## src/rtl/flick_debouncer.sv

```systemverilog
// Synchronises and debounces the raw FLICK push-button, emitting one-cycle FLICK pulses
// and the debounced level. Optional auto-repeat while held: define FLICK_REPEAT_EN.
module flick_debouncer #(
  parameter int unsigned SYNC_STAGES     = 2,
  parameter int unsigned DEBOUNCE_CYCLES = 16,
  parameter int unsigned REPEAT_DELAY    = 64,
  parameter int unsigned REPEAT_PERIOD   = 16
) (
  input  logic CLK,
  input  logic RST,
  input  logic BTN_RAW,
  output logic FLICK,
  output logic BTN_LEVEL
);

  localparam int unsigned MAX_DR  = (DEBOUNCE_CYCLES > REPEAT_DELAY) ? DEBOUNCE_CYCLES : REPEAT_DELAY;
  localparam int unsigned CNT_MAX = (MAX_DR > REPEAT_PERIOD) ? MAX_DR : REPEAT_PERIOD;
  localparam int unsigned CW      = $clog2(CNT_MAX + 1);

  localparam logic [CW-1:0] DB_LAST = CW'(DEBOUNCE_CYCLES - 1);

  typedef enum logic [1:0] {
    IDLE,
    PRESS_WAIT,
    PRESSED,
    RELEASE_WAIT
  } state_t;

  state_t                 state;
  logic [CW-1:0]          cnt;
  logic [SYNC_STAGES-1:0] sync;
  logic                   sync_q;

  assign sync_q = sync[SYNC_STAGES-1];

  always_ff @(posedge CLK or negedge RST) begin
    if (!RST) begin
      sync <= '0;
    end else begin
      sync <= {sync[SYNC_STAGES-2:0], BTN_RAW};
    end
  end

`ifdef FLICK_REPEAT_EN
  localparam logic [CW-1:0] RD_LAST = CW'(REPEAT_DELAY - 1);
  localparam logic [CW-1:0] RP_LAST = CW'(REPEAT_PERIOD - 1);

  // Set once the initial repeat delay has elapsed; later pulses use the period.
  logic rep_phase;

  always_ff @(posedge CLK or negedge RST) begin
    if (!RST) begin
      state     <= IDLE;
      cnt       <= '0;
      FLICK     <= 1'b0;
      BTN_LEVEL <= 1'b0;
      rep_phase <= 1'b0;
    end else begin
      FLICK <= 1'b0;
      case (state)
        IDLE: begin
          if (sync_q) begin
            state <= PRESS_WAIT;
            cnt   <= '0;
          end
        end
        PRESS_WAIT: begin
          if (!sync_q) begin
            state <= IDLE;
          end else if (cnt == DB_LAST) begin
            state     <= PRESSED;
            FLICK     <= 1'b1;
            BTN_LEVEL <= 1'b1;
            cnt       <= '0;
            rep_phase <= 1'b0;
          end else begin
            cnt <= cnt + 1'b1;
          end
        end
        PRESSED: begin
          // The same counter times repeats here; leaving PRESSED wins over a due repeat.
          if (!sync_q) begin
            state <= RELEASE_WAIT;
            cnt   <= '0;
          end else if (cnt == (rep_phase ? RP_LAST : RD_LAST)) begin
            FLICK     <= 1'b1;
            cnt       <= '0;
            rep_phase <= 1'b1;
          end else begin
            cnt <= cnt + 1'b1;
          end
        end
        RELEASE_WAIT: begin
          if (sync_q) begin
            state     <= PRESSED;
            cnt       <= '0;
            rep_phase <= 1'b0;
          end else if (cnt == DB_LAST) begin
            state     <= IDLE;
            BTN_LEVEL <= 1'b0;
          end else begin
            cnt <= cnt + 1'b1;
          end
        end
        default: state <= IDLE;
      endcase
    end
  end
`else
  always_ff @(posedge CLK or negedge RST) begin
    if (!RST) begin
      state     <= IDLE;
      cnt       <= '0;
      FLICK     <= 1'b0;
      BTN_LEVEL <= 1'b0;
    end else begin
      FLICK <= 1'b0;
      case (state)
        IDLE: begin
          if (sync_q) begin
            state <= PRESS_WAIT;
            cnt   <= '0;
          end
        end
        PRESS_WAIT: begin
          if (!sync_q) begin
            state <= IDLE;
          end else if (cnt == DB_LAST) begin
            state     <= PRESSED;
            FLICK     <= 1'b1;
            BTN_LEVEL <= 1'b1;
            cnt       <= '0;
          end else begin
            cnt <= cnt + 1'b1;
          end
        end
        PRESSED: begin
          if (!sync_q) begin
            state <= RELEASE_WAIT;
            cnt   <= '0;
          end
        end
        RELEASE_WAIT: begin
          if (sync_q) begin
            state <= PRESSED;
            cnt   <= '0;
          end else if (cnt == DB_LAST) begin
            state     <= IDLE;
            BTN_LEVEL <= 1'b0;
          end else begin
            cnt <= cnt + 1'b1;
          end
        end
        default: state <= IDLE;
      endcase
    end
  end
`endif

endmodule

```

## config.mk

```make
export PLATFORM = sky130hd
export DESIGN_NAME = flick_debouncer
export DESIGN_NICKNAME = d
export VERILOG_FILES = /design/src/rtl/flick_debouncer.sv
export SDC_FILE = /design/constraint.sdc
export NUM_CORES = 1
export LEC_CHECK = 0
export BUFFER_PORTS_ARGS = -buffer_cell sky130_fd_sc_hd__buf_2
export CORE_MARGIN = 1
export CORE_UTILIZATION = 50
export CTS_CLUSTER_DIAMETER = 40
export DETAILED_ROUTE_END_ITERATION = 8
export PLACE_DENSITY = 0.78
export SYNTH_ARGS = -nofsm -noshare
export SYNTH_HDL_FRONTEND = slang
export SYNTH_SLANG_ARGS = --single-unit
```

## constraint.sdc

```tcl
create_clock -name CLK -period 4.5 [get_ports CLK]
set_clock_uncertainty 0.05 [all_clocks]
set_input_delay 0.225 -clock CLK [delete_from_list [all_inputs] [get_ports CLK]]
set_output_delay 0.225 -clock CLK [all_outputs]
set_load 0.05 [all_outputs]
```

==> results.json, run 1 <==
{
  "crit_path_max_incr_delay_ns": 0.43,
  "grt_pass1_wl_um": 2810,
  "hold_path.class": "input port to asynchronous set/reset pin",
  "cts_tree": "done",
  "insertion_delay_ns": 0.28,
  "syn_area_um2": 791,
  "start_util_pct": 57.2,
  "grt.total_usage_pct": 21.5,
  "avgViaCountPerCell": 6.62,
  "pre_cts_ws_ns": 2.91,
  "die_h_um": 41.8,
  "ys_warn_count": 0,
  "avgSynthCellArea_um2": 9.53,
  "routedWlPerCell_um": 15.5,
  "yosysUniqueCellTypes": 34,
  "io_pins": 5,
  "yosys.area.top_type": "dfrtp_1",
  "finalSetupTns_ns": 0,
  "finalCritPeriodShare_pct": 35.7,
  "r2r_start": "cnt[0]",
  "grt_max_degree": 14,
  "worst_r2r_path_depth": 5,
  "cp-start-kind": "flop",
  "num_vias": 695,
  "fp-row-count": 13,
  "area_growth_pct": 7.44,
  "yosysMostFrequentCell": "dfrtp_1",
  "ys_top_cells_by_area": "dfrtp_1 (41%), nand2_1 (4.3%), a21oi_1 (3.8%), nand3_1 (3.2%), nand4_1 (3.2%)",
  "place_area_um2": 803,
  "core-area_um2": 1380,
  "worst-path-buf-inv": 0,
  "synth_top_area_share_pct": 41.1,
  "postSynthRegisterBits": 13,
  "syn_nets": 87,
  "max-slew-margin-rel_pct": 70.5,
  "critPathKind": "flop to flop",
  "cts-root-buf": "clkbuf_4",
  "synth_async_sr_flop_share_pct": 100,
  "critPathSlowestCell": "dfrtp_1",
  "dr.pass1.iters": 4,
  "final_antenna_net_count": 0,
  "diodes": 0,
  "dp_hpwl_um": 1150,
  "fill_cells": 116,
  "cts_resized": 0,
  "finalCriticalPeriod_ns": 1.61,
  "hold_viol_final": 0,
  "yosysSeqAreaShare_pct": 41.1,
  "grt_overflow": 0,
  "route.detailed.drc": 0,
  "ys.flop_type": "dfrtp_1",
  "post-route-util_pct": 61.4,
  "rsz0062_at_grt": "false",
  "io_buffers": 4,
  "drt_iter0_markers": 39,
  "cp_max_fo": 5,
  "die_width_um": 41.8,
  "cts_sinks": 13,
  "stdcell_area_um2": 850,
  "maxCapViolations": 0,
  "finalNetCount": 95,
  "setup_viol": 0,
  "max_freq_mhz": 623,
  "numCtsBuffers": 3,
  "clkTransAtPathRegs_ns": 0.08,
  "slew_viol_final": 0,
  "wl_um": 1630,
  "peakVddDrop_mv": 0.179,
  "synth_edf_count": 0,
  "worst_pin_slew_ns": 0.439,
  "power_mw": 0.268,
  "place.gp.congestion": 0.878,
  "grt_pass1_vias": 643,
  "setup_slack_ns": 2.89,
  "cp_cell_sequence": "ha_1 > and3_2 > nand4_1 > o31ai_1 > a22o_1",
  "drive_above_1_share_pct": 16.7,
  "r2r_slack_ns": 2.89,
  "timing.rr.end": "cnt[0]",
  "cts_buffer_depth": 2,
  "arrival_ns": 1.72,
  "htree_levels": 1,
  "cp_data_required_time_ns": 4.62,
  "status": "complete, no violations",
  "antenna_found_initial": 0,
  "netlist_instances": 83,
  "synthTopCellsByCount": "dfrtp_1 (13), nand2_1 (9), a21oi_1 (6), nand3_1 (5)",
  "p_per_area_nw_per_um2": 315,
  "die-area_um2": 1740,
  "end_kind": "flop",
  "leakagePower_nw": 0.341,
  "cp_top_family": "flip-flops"
}
-- worst max path at each step --
| stage | from | endpoint | cells after the start |
|---|---|---|---|
| global route | cnt[4] | cnt[1] | 4 |
| floorplan | cnt[0] | cnt[0] | 5 |
| global placement | cnt[0] | cnt[1] | 5 |
| finish | cnt[0] | cnt[0] | 5 |
| detailed placement | cnt[0] | cnt[1] | 5 |
| CTS | cnt[1] | cnt[1] | 5 |
-- stage by stage --
stage               std cells  hold slack, ns
finish                    105           0.294
global placement           99          0.0760
global route              105           0.319
CTS                       105           0.305
floorplan                  83          -0.121
detailed placement         99          0.0808
-- state kept, by name (all words and copies together), names as in the netlist, named ones only --
signal     flops
cnt            7
FLICK          1
BTN_LEVEL      1
sync           2
state          1
-- layout by cell type, fill, tap and decap left out, drive strengths merged, types with 2 or more instances in the layout --
cell and instances:
dfrtp 13, nand2 9, a21oi 6, nand3 6, o21ai 5, inv 4
nand4 4, buf 4, clkbuf 4, nor2b 3, nor3 3, o211ai 3
a22o 3, and3 2, o41ai 2, a31oi 2, nand2b 2, dlygate4sd3 2
nor2 2
-- worst reg2reg max path, stage by stage, from the launching register on --
cell     delay [ns]
dfrtp_1        0.43
ha_1           0.30
and3_2         0.27
nand4_1        0.11
o31ai_1        0.08
a22o_1         0.25
-- per-layer routing --
metal | vias up | part of all wire, % | track usage [%]
met5 | - | 0 | 0
met4 | 0 | 3.1 | 12.9
met3 | 7 | 6.6 | 5.22
met2 | 29 | 44 | 30.3
met1 | 330 | 46 | 29.4
li1 | 329 | - | -
-- cell type report --
class / instances / area, µm² / area share, %
Multi-Input combinational cell: 63 / 424 / 49.9
Sequential cell: 13 / 325 / 38.3
Timing Repair Buffer: 6 / 40.0 / 4.71
Clock buffer: 4 / 26.3 / 3.09
Inverter: 4 / 15.0 / 1.77
Tap cell: 15 / 18.8 / 2.21
-- report_power, final --
| group | switching (mW) | internal, mW | leakage, nW | total [mW] |
|---|---|---|---|---|
| sequential | 0.0237 | 0.128 | 0.170 | 0.151 |
| combinational | 0.0215 | 0.0206 | 0.156 | 0.0421 |
| clock | 0.0398 | 0.0345 | 0.0150 | 0.0743 |
| total | 0.0851 | 0.183 | 0.341 | 0.268 |
-- logic make-up after synthesis --
kind of cell	count (synthesis)	synth area share, %
xor+xnor	1	1.11
buf+inv	7	5.22
flops	13	41.1
compound gates	28	24.8
simple gates	33	26.1
fa+ha+maj	1	1.58
-- timing repair --
item	CTS	global route
setup buffers	0	0
hold endpoints to repair	14	0
hold buffers	2	0
Power figures use the tool's default switching activity.
==> run 2: changes to the inputs <==
--- a/config.mk
+++ b/config.mk
@@ -5,6 +5,7 @@
 export SDC_FILE = /design/constraint.sdc
 export NUM_CORES = 1
 export LEC_CHECK = 0
+export ABC_AREA = 1
 export BUFFER_PORTS_ARGS = -buffer_cell sky130_fd_sc_hd__buf_2
 export CORE_MARGIN = 1
 export CORE_UTILIZATION = 50
==> constraint.sdc (replaced) <==
create_clock -name CLK -period 1.6 [get_ports CLK]
set_clock_uncertainty 0.05 [all_clocks]
set_input_delay 0.08 -clock CLK [delete_from_list [all_inputs] [get_ports CLK]]
set_output_delay 0.08 -clock CLK [all_outputs]
set_load 0.05 [all_outputs]
==> results.json, run 2 <==
{
  "status": "complete, no violations",
  "num_vias": 575,
  "max-slew-margin-rel_pct": 80.6,
  "top_register": "cnt",
  "cts_tree": "done",
  "post-route-util_pct": 64.8,
  "slew_viol_final": 0,
  "final_antenna_net_count": 0,
  "final_cell_mix": "nand2_1 (26), dfrtp_1 (13), inv_1 (11), nand3_1 (11), nor2_1 (8)",
  "met3_usage_pct": 5.20,
  "worst_r2r_path_depth": 6,
  "synth_top_area_share_pct": 47.6,
  "synthTopCellsByCount": "nand2_1 (26), dfrtp_1 (13), nand3_1 (12), inv_1 (11), nor2_1 (9)",
  "route.detailed.drc": 0,
  "largest_reg_flops": 7,
  "hold_viol_final": 0,
  "dp_hpwl_um": 1020,
  "cts-root-buf": "clkbuf_4",
  "finalCriticalPeriod_ns": 1.47,
  "syn_area_um2": 683,
  "numCtsBuffers": 3,
  "fp-row-count": 12,
  "worst_pin_slew_ns": 0.291,
  "synth_edf_count": 0,
  "max_freq_mhz": 682,
  "arrival_ns": 1.58,
  "grt_pass1_vias": 513,
  "die-area_um2": 1520,
  "die_h_um": 39.0,
  "critPathKind": "flop to flop",
  "cp-start-kind": "flop",
  "timing.rr.end": "cnt[2]",
  "grt-busiest-layer": "met2",
  "ys.flop_type": "dfrtp_1",
  "drt_iter0_markers": 32,
  "yosys.area.top_type": "dfrtp_1",
  "cp_data_required_time_ns": 1.71,
  "synth_async_sr_flop_share_pct": 100,
  "core-area_um2": 1190,
  "synth_fa_ha_area_share_pct": 1.83,
  "place.gp.congestion": 0.886,
  "setup_viol": 0,
  "p_per_area_nw_per_um2": 786,
  "start_util_pct": 57.6,
  "fill_cells": 107,
  "avgViaCountPerCell": 5.09,
  "grt.total_usage_pct": 23.0,
  "maxCapViolations": 0,
  "wl_um": 1390,
  "diodes": 0,
  "register_area_um2": 325,
  "yosysMostFrequentCell": "nand2_1",
  "r2r_start": "cnt[0]",
  "avgSynthCellArea_um2": 7.59,
  "power_mw": 0.604,
  "clkTransAtPathRegs_ns": 0.07,
  "synth_xor_area_share_pct": 1.28,
  "grt_pass1_wl_um": 2160,
  "yosysSeqAreaShare_pct": 47.6,
  "met1_usage_pct": 30.7,
  "end_kind": "flop",
  "drive_above_1_share_pct": 15.2,
  "die_width_um": 39.0,
  "io_buffers": 4,
  "syn_nets": 94,
  "ys_warn_count": 0,
  "ys_top_cells_by_area": "dfrtp_1 (48%), nand2_1 (14%), nand3_1 (8.8%), inv_1 (6.0%), nor2_1 (4.9%)",
  "yosys.area_share.simple_pct": 31.7,
  "peakVddDrop_mv": 0.577,
  "reg_top3": "cnt: 7 flops, sync: 2 flops",
  "io_pins": 5,
  "grt_overflow": 0,
  "finalNetCount": 104,
  "yosysUniqueCellTypes": 16,
  "postCtsSetupRepairBufs": 0,
  "cts_sinks": 13,
  "htree_levels": 1,
  "leakagePower_nw": 0.426,
  "r2r_slack_ns": 0.13,
  "antenna_found_initial": 0,
  "postSynthRegisterBits": 13,
  "area_growth_pct": 12.5,
  "synth_top_family_by_area": "simple AND/OR/NAND/NOR gates",
  "cp_max_fo": 13,
  "layout_commonest_cell": "nand2_1",
  "grt_max_degree": 14,
  "synthMuxAreaShare_pct": 0,
  "finalCritPeriodShare_pct": 91.7,
  "hold_path.class": "input port to asynchronous set/reset pin",
  "gr-usage-met2_pct": 34.2,
  "multi_input_area_um2": 310,
  "routedWlPerCell_um": 12.3,
  "cts_buffer_depth": 2,
  "insertion_delay_ns": 0.27,
  "dr.pass1.iters": 4,
  "netlist_instances": 90,
  "synth_compound_area_share_pct": 8.79
}
## run 2: changes by cell type in the layout (fill, tap and decap cells not counted), moves of 3 or more
cell | previous run | this run
inv_1 | 4 | 11
nand3_1 | 5 | 11
nor2b_1 | 3 | 0
nor2_1 | 1 | 8
nor3_1 | 3 | 0
nand2_1 | 9 | 26
o21ai_1 | 1 | 4
o211ai_1 | 3 | 0
a21oi_1 | 6 | 2
## run 2: final cells by class
class,count,area share (%)
clock buffers,4,3.42
inverters,13,6.35
flip-flops and latches,13,42.3
multi-input cells,63,40.4
repair buffers,6,5.21
well taps,14,2.28
## run 2: power breakdown
group | leakage [nW] | internal (mW) | total, mW | switching, mW
sequential | 0.172 | 0.342 | 0.358 | 0.0162
combinational | 0.239 | 0.0192 | 0.0521 | 0.0329
clock | 0.0150 | 0.0966 | 0.194 | 0.0974
total | 0.426 | 0.457 | 0.604 | 0.147
## run 2: worst max path at each step
| stage | from | end |
|---|---|---|
| 3_3_place_gp | cnt[1] | cnt[2] |
| 3_5_place_dp | cnt[1] | cnt[2] |
| 4_1_cts | cnt[1] | BTN_LEVEL |
| 2_1_floorplan | cnt[0] | cnt[2] |
| 6_report | cnt[0] | cnt[2] |
| 5_1_grt | cnt[0] | cnt[2] |
## run 2: logic make-up after synthesis
| logic type | count (synthesis) |
|---|---|
| and+or+nand+nor | 51 |
| buffers and inverters | 14 |
| DFF | 13 |
| AOI/OAI and AO/OA | 10 |
| xor gates and xnor gates | 1 |
| adders and majority gates | 1 |
## run 2: per-layer routing
metal | vias to the layer above | part of all wire (%)
met4 | 0 | 1.6
met2 | 5 | 46
met3 | 4 | 1.8
met1 | 260 | 51
met5 | - | 0
li1 | 306 | -
## run 2: worst max-delay path, cell delays in order (launching register included)
cell and delay [ns]:
dfrtp_1 0.40, ha_1 0.24, nand3_2 0.13, o21bai_2 0.18, nand2_4 0.13, a21oi_1 0.16, nor2_1 0.07
## run 2: through the flow
step / TNS (ns) / hold WS (ns) / cell area [µm²] / worst slack (ns) / std cells
finish: 0 / 0.167 / 768 / 0.133 / 113
global route: -0.00269 / 0.191 / 768 / -0.00269 / 113
CTS: 0 / 0.165 / 756 / 0.0960 / 113
detailed placement: 0 / -0.0707 / 709 / 0.107 / 107
global placement: 0 / -0.0727 / 709 / 0.144 / 107
floorplan: 0 / -0.266 / 683 / 0.210 / 90
## run 2: what timing repair did
item | 4_1_cts | 5_1_grt
gates resized for setup | 0 | 3
hold buffers | 2 | 0
endpoints found under the setup margin | 0 | 4
endpoints found under the hold margin | 14 | 0
==> run 3: changes to the inputs <==
==> constraint.sdc (replaced) <==
create_clock -name CLK -period 1.7 [get_ports CLK]
set_clock_uncertainty 0.05 [all_clocks]
set_input_delay 0.085 -clock CLK [delete_from_list [all_inputs] [get_ports CLK]]
set_output_delay 0.085 -clock CLK [all_outputs]
set_load 0.05 [all_outputs]
==> results.json, run 3 (synthesis gave the netlist of run 2 again) <==
{
  "status": "complete, no violations",
  "cp-start-kind": "flop",
  "max_freq_mhz": 656,
  "cts_sinks": 13,
  "rsz0062_at_grt": "false",
  "clkTransAtPathRegs_ns": 0.08,
  "die-area_um2": 1520,
  "crit_path_max_incr_delay_ns": 0.39,
  "slew_viol_final": 0,
  "numCtsBuffers": 3,
  "place.gp.congestion": 0.886,
  "drt_iter0_markers": 11,
  "finalCriticalPeriod_ns": 1.52,
  "area_growth_pct": 11.0,
  "finalNetCount": 104,
  "routedWlPerCell_um": 11.8,
  "critPathSlowestCell": "dfrtp_1",
  "postCtsSetupRepairBufs": 0,
  "cts_buffer_depth": 2,
  "fp-row-count": 12,
  "hold_viol_final": 0,
  "maxCapViolations": 0,
  "dp.cells": 107,
  "hold_path.class": "input port to asynchronous set/reset pin",
  "setup_viol": 0,
  "diodes": 0,
  "grt_max_degree": 14,
  "io_buffers": 4,
  "start_util_pct": 57.6,
  "grt_pass1_wl_um": 2200,
  "layout_commonest_cell": "nand2_1",
  "htree_levels": 1,
  "max-slew-margin-rel_pct": 80.6,
  "largest_reg_flops": 7,
  "cp_data_required_time_ns": 1.81,
  "final_antenna_net_count": 0,
  "reg_top3": "cnt: 7 flops, sync: 2 flops",
  "grt_overflow": 0,
  "wl_um": 1330,
  "cts-root-buf": "clkbuf_4",
  "die_h_um": 39.0,
  "core-area_um2": 1190,
  "end_kind": "flop",
  "drive_above_1_share_pct": 14.1,
  "peakVddDrop_mv": 0.452,
  "fin_cells": 113,
  "die_width_um": 39.0,
  "p_per_area_nw_per_um2": 748,
  "grt.total_usage_pct": 22.9,
  "num_vias": 582,
  "leakagePower_nw": 0.424,
  "io_pins": 5,
  "fill_cells": 102,
  "route.detailed.drc": 0,
  "cp_top_family": "flip-flops",
  "final_cell_mix": "nand2_1 (26), dfrtp_1 (13), nand3_1 (12)",
  "dr.pass1.iters": 4,
  "cts_tree": "done",
  "finalCritPeriodShare_pct": 89.7,
  "worst-path-buf-inv": 0,
  "critPathKind": "flop to flop",
  "antenna_found_initial": 0,
  "dp_hpwl_um": 1060,
  "grt_pass1_vias": 512,
  "cp_cell_sequence": "ha_1 > nand3_1 > o21bai_2 > nand2_2 > a21oi_1 > nor2_1",
  "finalSetupTns_ns": 0,
  "cp_max_fo": 13,
  "worst_pin_slew_ns": 0.291,
  "top_register": "cnt",
  "avgViaCountPerCell": 5.15,
  "arrival_ns": 1.63,
  "worst_hold_slack_ns": 0.168,
  "insertion_delay_ns": 0.27
}
## run 3: layout make-up
cell class / count / area [µm²] / area share (%)
timing repair buffer: 6 / 40.0 / 5.28
multi-input combinational: 63 / 300 / 39.6
tap: 14 / 17.5 / 2.31
clock buffer: 4 / 26.3 / 3.47
sequential: 13 / 325 / 42.9
inverter: 13 / 48.8 / 6.44
## run 3: path summary, 6_finish.rpt
check                                 to  startpoint  cells past startpoint  slack [ns]
worst max-delay path              cnt[2]      cnt[0]                      6        0.18
worst min-delay path            state[0]         RST                      2        0.17
worst max register to register    cnt[2]      cnt[0]                      6        0.18
worst min register to register   sync[1]     sync[0]                      0        0.30
max in group asynchronous         cnt[1]         RST                      2        1.20
min in group CLK                 sync[1]     sync[0]                      0        0.30
## run 3: through the flow
stage / utilization [%] / power (mW) / instance area [µm²] / worst slack [ns]
6_report: 63.9 / 0.567 / 758 / 0.176
5_1_grt: 63.9 / 0.597 / 758 / 0.0527
4_1_cts: 63.7 / 0.575 / 756 / 0.169
3_5_place_dp: 59.8 / 0.387 / 709 / 0.189
3_3_place_gp: 59.8 / 0.382 / 709 / 0.244
2_1_floorplan: - / 0.370 / 683 / 0.310
## run 3: power breakdown
part	internal (mW)	total, mW	switching, mW
combinational	0.0177	0.0481	0.0304
sequential	0.322	0.335	0.0138
clock	0.0908	0.183	0.0926
total	0.430	0.567	0.137
## run 3: repair_timing
item,in CTS,in global routing
setup endpoints to repair,0,1
hold buffers,2,0
gates resized for setup,0,1
hold endpoints to repair,14,0
## run 3: per-layer routing
| layer | vias to the layer above | part of all wire [%] | global-route usage [%] |
|---|---|---|---|
| li1 | 304 | - | - |
| met1 | 265 | 48 | 31.8 |
| met2 | 11 | 47 | 33.8 |
| met3 | 2 | 4.3 | 5.20 |
| met4 | 0 | 0.82 | 10.3 |
| met5 | - | 0 | 0 |
